===== config.mk =====
export PLATFORM = sky130hd
export DESIGN_NAME = rojo_update_capture
export DESIGN_NICKNAME = d
export VERILOG_FILES = /design/src/rtl/rojo_pkg.sv /design/src/rtl/rojo_edge_det.sv /design/src/rtl/rojo_update_capture.sv
export SDC_FILE = /design/constraint.sdc
export NUM_CORES = 1
export LEC_CHECK = 0
export BUFFER_PORTS_ARGS = -buffer_cell sky130_fd_sc_hd__buf_4
export CAP_MARGIN = 0
export CORE_MARGIN = 5
export CORE_UTILIZATION = 40
export DETAILED_ROUTE_END_ITERATION = 8
export HOLD_SLACK_MARGIN = 0.06
export PLACE_DENSITY = 0.69
export RECOVER_POWER = 100
export SLEW_MARGIN = 20
export SYNTH_ARGS = -nofsm -noshare
export SYNTH_HDL_FRONTEND = slang
export SYNTH_SLANG_ARGS = --single-unit

===== constraint.sdc =====
create_clock -name i_clk -period 2.4 [get_ports i_clk]
set_input_delay 0.48 -clock i_clk [delete_from_list [all_inputs] [get_ports i_clk]]
set_output_delay 0.48 -clock i_clk [all_outputs]
set_load 0.01 [all_outputs]

===== src/rtl/rojo_pkg.sv =====
// Shared register map, STATUS field positions and the snapshot layout for the Rojobot capture block.
package rojo_pkg;

    localparam logic [1:0] RJ_SNAP   = 2'd0;
    localparam logic [1:0] RJ_STATUS = 2'd1;
    localparam logic [1:0] RJ_MOTCTL = 2'd2;
    localparam logic [1:0] RJ_IRQEN  = 2'd3;

    // STATUS read fields and write-one command bits
    localparam int STAT_PEND_BIT    = 0;
    localparam int STAT_OVR_CLR_BIT = 1;
    localparam int STAT_CNT_LSB     = 8;
    localparam int STAT_CNT_MSB     = 23;
    localparam int STAT_OVR_LSB     = 24;
    localparam int STAT_OVR_MSB     = 31;

    typedef struct packed {
        logic [7:0] locx;
        logic [7:0] locy;
        logic [7:0] sensors;
        logic [7:0] botinfo;
    } rojo_snap_t;

endpackage


===== src/rtl/rojo_edge_det.sv =====
// Rising-edge detector on a level input; pulse is combinational off a registered copy, 0 latency.
// A level already high on the first clock after reset is swallowed, never reported as an edge.
module rojo_edge_det (
    input  logic i_clk,
    input  logic i_rst,
    input  logic i_lvl,
    output logic o_rise
);

    logic lvl_d_q;
    logic armed_q;

    always_ff @(posedge i_clk) begin
        if (i_rst) begin
            lvl_d_q <= 1'b0;
            armed_q <= 1'b0;
        end else begin
            lvl_d_q <= i_lvl;
            armed_q <= 1'b1;
        end
    end

    assign o_rise = i_lvl & ~lvl_d_q & armed_q;

endmodule


===== src/rtl/rojo_update_capture.sv =====
// Snapshots Rojobot status on each update strobe and exposes it on Wishbone with pending/irq/counters.
// Bus accesses ack one cycle after strobe, never stall beyond that; the capture side has no backpressure.
module rojo_update_capture
    import rojo_pkg::*;
#(
    parameter int UPD_CNT_W = 16
) (
    input  logic        i_clk,
    input  logic        i_rst,
    input  logic        i_upd_sysregs,
    input  logic [7:0]  i_locx,
    input  logic [7:0]  i_locy,
    input  logic [7:0]  i_sensors,
    input  logic [7:0]  i_botinfo,
    output logic [7:0]  o_motctl,
    input  logic [3:0]  i_wb_adr,
    input  logic [31:0] i_wb_dat,
    input  logic [3:0]  i_wb_sel,
    input  logic        i_wb_we,
    input  logic        i_wb_cyc,
    input  logic        i_wb_stb,
    output logic        o_wb_ack,
    output logic [31:0] o_wb_rdt,
    output logic        o_irq
);

    localparam logic [0:0] ST_IDLE = 1'b0;
    localparam logic [0:0] ST_ACK  = 1'b1;

    logic                 upd_rise;
    logic [0:0]           bus_st_q,   bus_st_d;
    rojo_snap_t           snap_q,     snap_d;
    logic                 pending_q,  pending_d;
    logic [UPD_CNT_W-1:0] upd_cnt_q,  upd_cnt_d;
    logic [7:0]           overrun_q,  overrun_d;
    logic                 irq_en_q,   irq_en_d;
    logic [7:0]           motctl_q,   motctl_d;
    logic [31:0]          rdt_q,      rdt_d;
    logic                 irq_q,      irq_d;

    logic        access, wr, status_wr, ack_clr, ovr_clr;
    logic [1:0]  reg_idx;
    logic [15:0] cnt_ext;
    logic [31:0] status_word, rd_word;
    logic        unused_bus_bits;

    rojo_edge_det u_upd_edge (
        .i_clk  (i_clk),
        .i_rst  (i_rst),
        .i_lvl  (i_upd_sysregs),
        .o_rise (upd_rise)
    );

    assign unused_bus_bits = ^{i_wb_adr[1:0], i_wb_sel[3:1], i_wb_dat[31:8]};

    always_comb begin
        reg_idx   = i_wb_adr[3:2];
        access    = i_wb_cyc & i_wb_stb & (bus_st_q == ST_IDLE);
        wr        = access & i_wb_we;
        status_wr = wr & (reg_idx == RJ_STATUS) & i_wb_sel[0];
        ack_clr   = status_wr & i_wb_dat[STAT_PEND_BIT];
        ovr_clr   = status_wr & i_wb_dat[STAT_OVR_CLR_BIT];

        cnt_ext = '0;
        cnt_ext[UPD_CNT_W-1:0] = upd_cnt_q;
        status_word = '0;
        status_word[STAT_OVR_MSB:STAT_OVR_LSB] = overrun_q;
        status_word[STAT_CNT_MSB:STAT_CNT_LSB] = cnt_ext;
        status_word[STAT_PEND_BIT]             = pending_q;

        unique case (reg_idx)
            RJ_SNAP:   rd_word = snap_q;
            RJ_STATUS: rd_word = status_word;
            RJ_MOTCTL: rd_word = {24'd0, motctl_q};
            default:   rd_word = {31'd0, irq_en_q};
        endcase
    end

    always_comb begin
        snap_d    = snap_q;
        pending_d = pending_q;
        upd_cnt_d = upd_cnt_q;
        overrun_d = overrun_q;
        irq_en_d  = irq_en_q;
        motctl_d  = motctl_q;

        // An update landing on the same edge as an ack wins and is not counted as an overrun.
        if (upd_rise) begin
            snap_d    = '{locx: i_locx, locy: i_locy, sensors: i_sensors, botinfo: i_botinfo};
            pending_d = 1'b1;
            upd_cnt_d = upd_cnt_q + 1'b1;
            if (pending_q && !ack_clr && overrun_q != 8'hFF) begin
                overrun_d = overrun_q + 8'd1;
            end
        end else if (ack_clr) begin
            pending_d = 1'b0;
        end
        if (ovr_clr) begin
            overrun_d = 8'd0;
        end

        if (wr && i_wb_sel[0] && reg_idx == RJ_MOTCTL) begin
            motctl_d = i_wb_dat[7:0];
        end
        if (wr && i_wb_sel[0] && reg_idx == RJ_IRQEN) begin
            irq_en_d = i_wb_dat[0];
        end

        bus_st_d = access ? ST_ACK : ST_IDLE;
        rdt_d    = access ? rd_word : 32'd0;
        irq_d    = pending_q & irq_en_q;
    end

    always_ff @(posedge i_clk) begin
        if (i_rst) begin
            bus_st_q  <= ST_IDLE;
            snap_q    <= '0;
            pending_q <= 1'b0;
            upd_cnt_q <= '0;
            overrun_q <= 8'd0;
            irq_en_q  <= 1'b0;
            motctl_q  <= 8'd0;
            rdt_q     <= 32'd0;
            irq_q     <= 1'b0;
        end else begin
            bus_st_q  <= bus_st_d;
            snap_q    <= snap_d;
            pending_q <= pending_d;
            upd_cnt_q <= upd_cnt_d;
            overrun_q <= overrun_d;
            irq_en_q  <= irq_en_d;
            motctl_q  <= motctl_d;
            rdt_q     <= rdt_d;
            irq_q     <= irq_d;
        end
    end

    assign o_wb_ack = (bus_st_q == ST_ACK);
    assign o_wb_rdt = rdt_q;
    assign o_motctl = motctl_q;
    assign o_irq    = irq_q;

endmodule


==> metrics.txt <==
# TYPE chip_impl_metric gauge
chip_impl_info{name="outcome",value="finished, final reports clean"} 1
chip_impl_metric{name="totalNegativeSetupSlack",unit="ns"} 0
chip_impl_metric{name="postCtsResizedCells",unit=""} 0
chip_impl_metric{name="place.gp.congestion",unit=""} 0.814
chip_impl_info{name="library_cell_with_the_largest_summed_area_after_synthesis",value="dfxtp_1"} 1
chip_impl_metric{name="detailroute.via_count",unit=""} 3216
chip_impl_metric{name="postSynth.asyncResetShare",unit=""} 0
chip_impl_metric{name="antenna_found_initial",unit=""} 0
chip_impl_info{name="min_delay_worst_endpoint",value="o_motctl[3]"} 1
chip_impl_metric{name="power_density",unit="mW/mm2"} 659
chip_impl_metric{name="synthXorXnorAreaFrac",unit=""} 0.0203
chip_impl_info{name="top_cells_by_count_synth",value="dfxtp_1, nand2_1, nor2_1, a21oi_1, mux2i_1"} 1
chip_impl_info{name="worstReg2RegEnd",value="cnt_ext[15]"} 1
chip_impl_metric{name="synth_enable_flop_cells",unit=""} 0
chip_impl_metric{name="drt-initial-drc-count",unit=""} 128
chip_impl_metric{name="diodes",unit=""} 0
chip_impl_metric{name="finalHoldViolations",unit=""} 0
chip_impl_metric{name="maxSlewViolCount",unit=""} 0
chip_impl_metric{name="cts-root-to-sink-buffers",unit=""} 2
chip_impl_metric{name="cts.clk_slew.worst_paths",unit="ns"} 0.09
chip_impl_info{name="min_from",value="i_wb_dat[3]"} 1
chip_impl_info{name="ys_dominant_reg_cell",value="dfxtp_1"} 1
chip_impl_metric{name="synth_sequential_area_ratio",unit=""} 0.527
chip_impl_info{name="synthMostInstantiatedCell",value="dfxtp_1"} 1
chip_impl_metric{name="yosys-mux-area-fraction",unit=""} 0.109
chip_impl_metric{name="routed_wirelength",unit="um"} 9260
chip_impl_metric{name="skew",unit="ns"} 0.00557
chip_impl_metric{name="die_width",unit="um"} 108
chip_impl_metric{name="internal_cell_power",unit="mW"} 2.42
chip_impl_info{name="cp-start-kind",value="flop"} 1
chip_impl_metric{name="post_cts_hold_fix_bufs",unit=""} 0
chip_impl_metric{name="ir_worst_vdd",unit="mV"} 0.345
chip_impl_metric{name="drt_pre_antenna_iters",unit=""} 4
chip_impl_metric{name="layout.nets",unit=""} 589
chip_impl_metric{name="cts-htree-levels",unit=""} 3
chip_impl_metric{name="grt_start_max_net_pins",unit=""} 64
chip_impl_metric{name="post_synth_inst_count",unit=""} 426
chip_impl_metric{name="globalRouteTotalUtil",unit=""} 0.163
chip_impl_metric{name="floorplan.rows",unit=""} 36
chip_impl_metric{name="core_region",unit="mm2"} 0.00959
chip_impl_metric{name="clk-insertion-delay-late",unit="ns"} 0.36
chip_impl_metric{name="numCtsBuffers",unit=""} 9
chip_impl_metric{name="seq_cells_post_synth",unit=""} 102
chip_impl_metric{name="synth.lib_cells_used.distinct",unit=""} 37
chip_impl_metric{name="slew-limit-headroom",unit=""} 0.127
chip_impl_metric{name="ant_nets",unit=""} 0
chip_impl_metric{name="pwr-share-comb",unit=""} 0.066
chip_impl_metric{name="io-pin-count",unit=""} 120
chip_impl_info{name="cts_tree",value="built"} 1
chip_impl_metric{name="overflow_left_after_global_routing",unit=""} 0
chip_impl_metric{name="critPathMaxFanout",unit=""} 8
chip_impl_metric{name="finalCritPeriodShare",unit=""} 0.838
chip_impl_metric{name="power_frac_seq",unit=""} 0.561
chip_impl_info{name="hold_path_class",value="input port to flop"} 1
chip_impl_metric{name="grt_pass1_wl",unit="um"} 15200
chip_impl_info{name="reg2reg_start",value="cnt_ext[3]"} 1
chip_impl_metric{name="clkSinkCount",unit=""} 102
chip_impl_metric{name="synthesis.yosys.warnings",unit=""} 0
chip_impl_metric{name="synth_simple_gate_area_frac",unit=""} 0.214
chip_impl_info{name="critical_path_class",value="flop to flop"} 1
chip_impl_metric{name="port_buffers",unit=""} 90
chip_impl_metric{name="synth-adder-area-share",unit=""} 0.00646
chip_impl_metric{name="report.final.setup_viol",unit=""} 0
chip_impl_metric{name="chipHeight",unit="um"} 108
chip_impl_info{name="worstSetupEndpointType",value="flop"} 1
chip_impl_metric{name="leakage",unit="nW"} 1.79
chip_impl_metric{name="layout-drive-gt1-share",unit=""} 0.148
chip_impl_metric{name="finalCriticalPeriod",unit="ns"} 2.01
chip_impl_metric{name="synth_fp_nets",unit=""} 506
chip_impl_info{name="synth_top_cells_by_area",value="dfxtp_1, mux2i_1, nand2_1"} 1
chip_impl_metric{name="power.total",unit="mW"} 3.11
chip_impl_metric{name="dieArea",unit="mm2"} 0.0118
chip_impl_metric{name="dp.cells",unit=""} 631
chip_impl_metric{name="max_cap_violations",unit=""} 0
chip_impl_metric{name="netlist_area_before_placement",unit="mm2"} 0.00387
chip_impl_metric{name="via_count_of_the_first_global_routing_pass",unit=""} 3232
chip_impl_metric{name="netSwitchingPower",unit="mW"} 0.684
chip_impl_metric{name="vias_per_cell",unit=""} 4.99
chip_impl_metric{name="ff2ff_path_depth",unit=""} 4
chip_impl_metric{name="clockPowerShare",unit=""} 0.373
chip_impl_metric{name="route.detailed.wl_per_inst",unit="um"} 14.4
chip_impl_metric{name="worst_hold_slack",unit="ns"} 0.360
chip_impl_metric{name="detail_route.drc_violations",unit=""} 0
chip_impl_metric{name="power_switching_share",unit=""} 0.220
chip_impl_info{name="cts_root_buffer",value="clkbuf_8"} 1
chip_impl_metric{name="synth_top_area_frac",unit=""} 0.527
chip_impl_info{name="synth_top_family_by_area",value="simple AND/OR/NAND/NOR gates"} 1
chip_impl_metric{name="timing.hold.worst_path_depth",unit=""} 3
chip_impl_metric{name="nFillCells",unit=""} 966
chip_impl_metric{name="highest_attainable_clock_frequency",unit="MHz"} 497
chip_impl_metric{name="start_util",unit=""} 0.404
chip_impl_metric{name="synth-compound-area-share",unit=""} 0.0901
chip_impl_metric{name="layout-area-overhead-vs-synth",unit="%"} 21.6
chip_impl_metric{name="reg2reg_slack",unit="ns"} 0.39
chip_impl_metric{name="synth.avg_cell_area",unit="um2"} 9.10
chip_impl_metric{name="fin_cells",unit=""} 645
chip_impl_metric{name="cts_post_setup_buffers_inserted",unit=""} 0
chip_impl_metric{name="cp.arrival",unit="ns"} 2.28
chip_impl_metric{name="dpl.hpwl",unit="um"} 6390
chip_impl_metric{name="required",unit="ns"} 2.67
chip_impl_info{name="rsz0062_at_grt",value="false"} 1
chip_impl_metric{name="tightestPinTransition",unit="ns"} 1.31
## through the flow
| stage | worst slack (ns) | area (um2) | util |
|---|---|---|---|
| after floorplan | 0.320 | 3870 | - |
| after global placement | 0.263 | 4670 | 0.487 |
| after detailed placement | 0.207 | 4670 | 0.487 |
| after CTS | 0.410 | 4880 | 0.509 |
| after global routing | 0.197 | 4710 | 0.491 |
| final | 0.390 | 4710 | 0.491 |
## kinds of logic (layout without fill, tap and decap cells)
group / Yosys count / after routing
and+or+nand+nor: 179 / 179
AOI/OAI and AO/OA: 61 / 61
adders and majority gates: 2 / 2
DFF: 102 / 102
buffers and inverters: 32 / 118
xor gates and xnor gates: 9 / 9
muxes: 41 / 41
## power groups by stage
stage                     sequential (mW)  clock [mW]  combinational (mW)
after floorplan                      1.78           0               0.112
after global placement               1.78           0               0.206
after detailed placement             1.78           0               0.211
after CTS                            1.74        1.19               0.212
after global routing                 1.75        1.26               0.228
final                                1.74        1.16               0.205
## state kept, by name, indices dropped and copies added, names as in the netlist
name	flops
cnt_ext	16
overrun_q	8
o_wb_rdt	32
u_upd_edge.armed_q	1
pending_q	1
irq_en_q	1
snap_q	32
o_motctl	8
u_upd_edge.lvl_d_q	1
o_irq	1
o_wb_ack	1
## worst max path at each step
stage | start | to | slack [ns] | cells after the start
5_1_grt | i_rst | overrun_q[4] | 0.20 | 4
6_report | cnt_ext[3] | cnt_ext[15] | 0.39 | 4
3_5_place_dp | i_wb_adr[3] | overrun_q[4] | 0.21 | 6
3_3_place_gp | i_wb_adr[3] | overrun_q[4] | 0.26 | 6
4_1_cts | u_upd_edge.lvl_d_q | cnt_ext[15] | 0.41 | 4
2_1_floorplan | i_wb_adr[2] | overrun_q[6] | 0.32 | 5
## area by class of cell
class	count	area (um2)	area share
timing repair buffer	98	569	0.121
clock buffer	10	138	0.0292
sequential	102	2040	0.433
multi-input combinational	292	1700	0.361
clock inverter	4	72.6	0.0154
tap	133	166	0.0353
inverter	6	22.5	0.00478
## cell usage in the layout (no fill, tap or decap), types with 2 or more instances in the layout
| master | Yosys | final |
|---|---|---|
| and3_1 | 4 | 4 |
| bufinv_16 | 0 | 2 |
| a21oi_1 | 44 | 44 |
| xnor2_1 | 5 | 5 |
| buf_4 | 1 | 53 |
| mux2i_1 | 40 | 40 |
| o211ai_1 | 3 | 3 |
| nor2_1 | 53 | 52 |
| o41ai_1 | 2 | 2 |
| xor2_1 | 4 | 4 |
| nor3_1 | 3 | 4 |
| inv_1 | 6 | 6 |
| and4_1 | 2 | 2 |
| clkbuf_8 | 0 | 10 |
| nand4_1 | 3 | 3 |
| o21ai_0 | 2 | 2 |
| or3_1 | 2 | 2 |
| or4_1 | 11 | 11 |
| ha_1 | 2 | 2 |
| clkbuf_1 | 22 | 43 |
| o31ai_1 | 7 | 7 |
| dfxtp_1 | 102 | 102 |
| clkbuf_2 | 0 | 2 |
| and4b_1 | 2 | 2 |
| nand2_1 | 79 | 79 |
| nand3_1 | 11 | 11 |
## per-layer routing
layer | GRT usage | part of all wire | up-vias
met2 | 0.271 | 0.50 | 64
li1 | - | - | 1615
met5 | 0 | 0 | -
met3 | 0.0328 | 0.044 | 7
met4 | 0.0613 | 0.0098 | 0
met1 | 0.210 | 0.45 | 1530
## critical path, cell delays in order, from the launching register on
cell and delay, ns:
dfxtp_1 0.46, nand4_1 0.15, or4_1 0.66, or4_1 0.50
a21oi_1 0.15
Note: power is estimated with default switching activity, not from simulation.
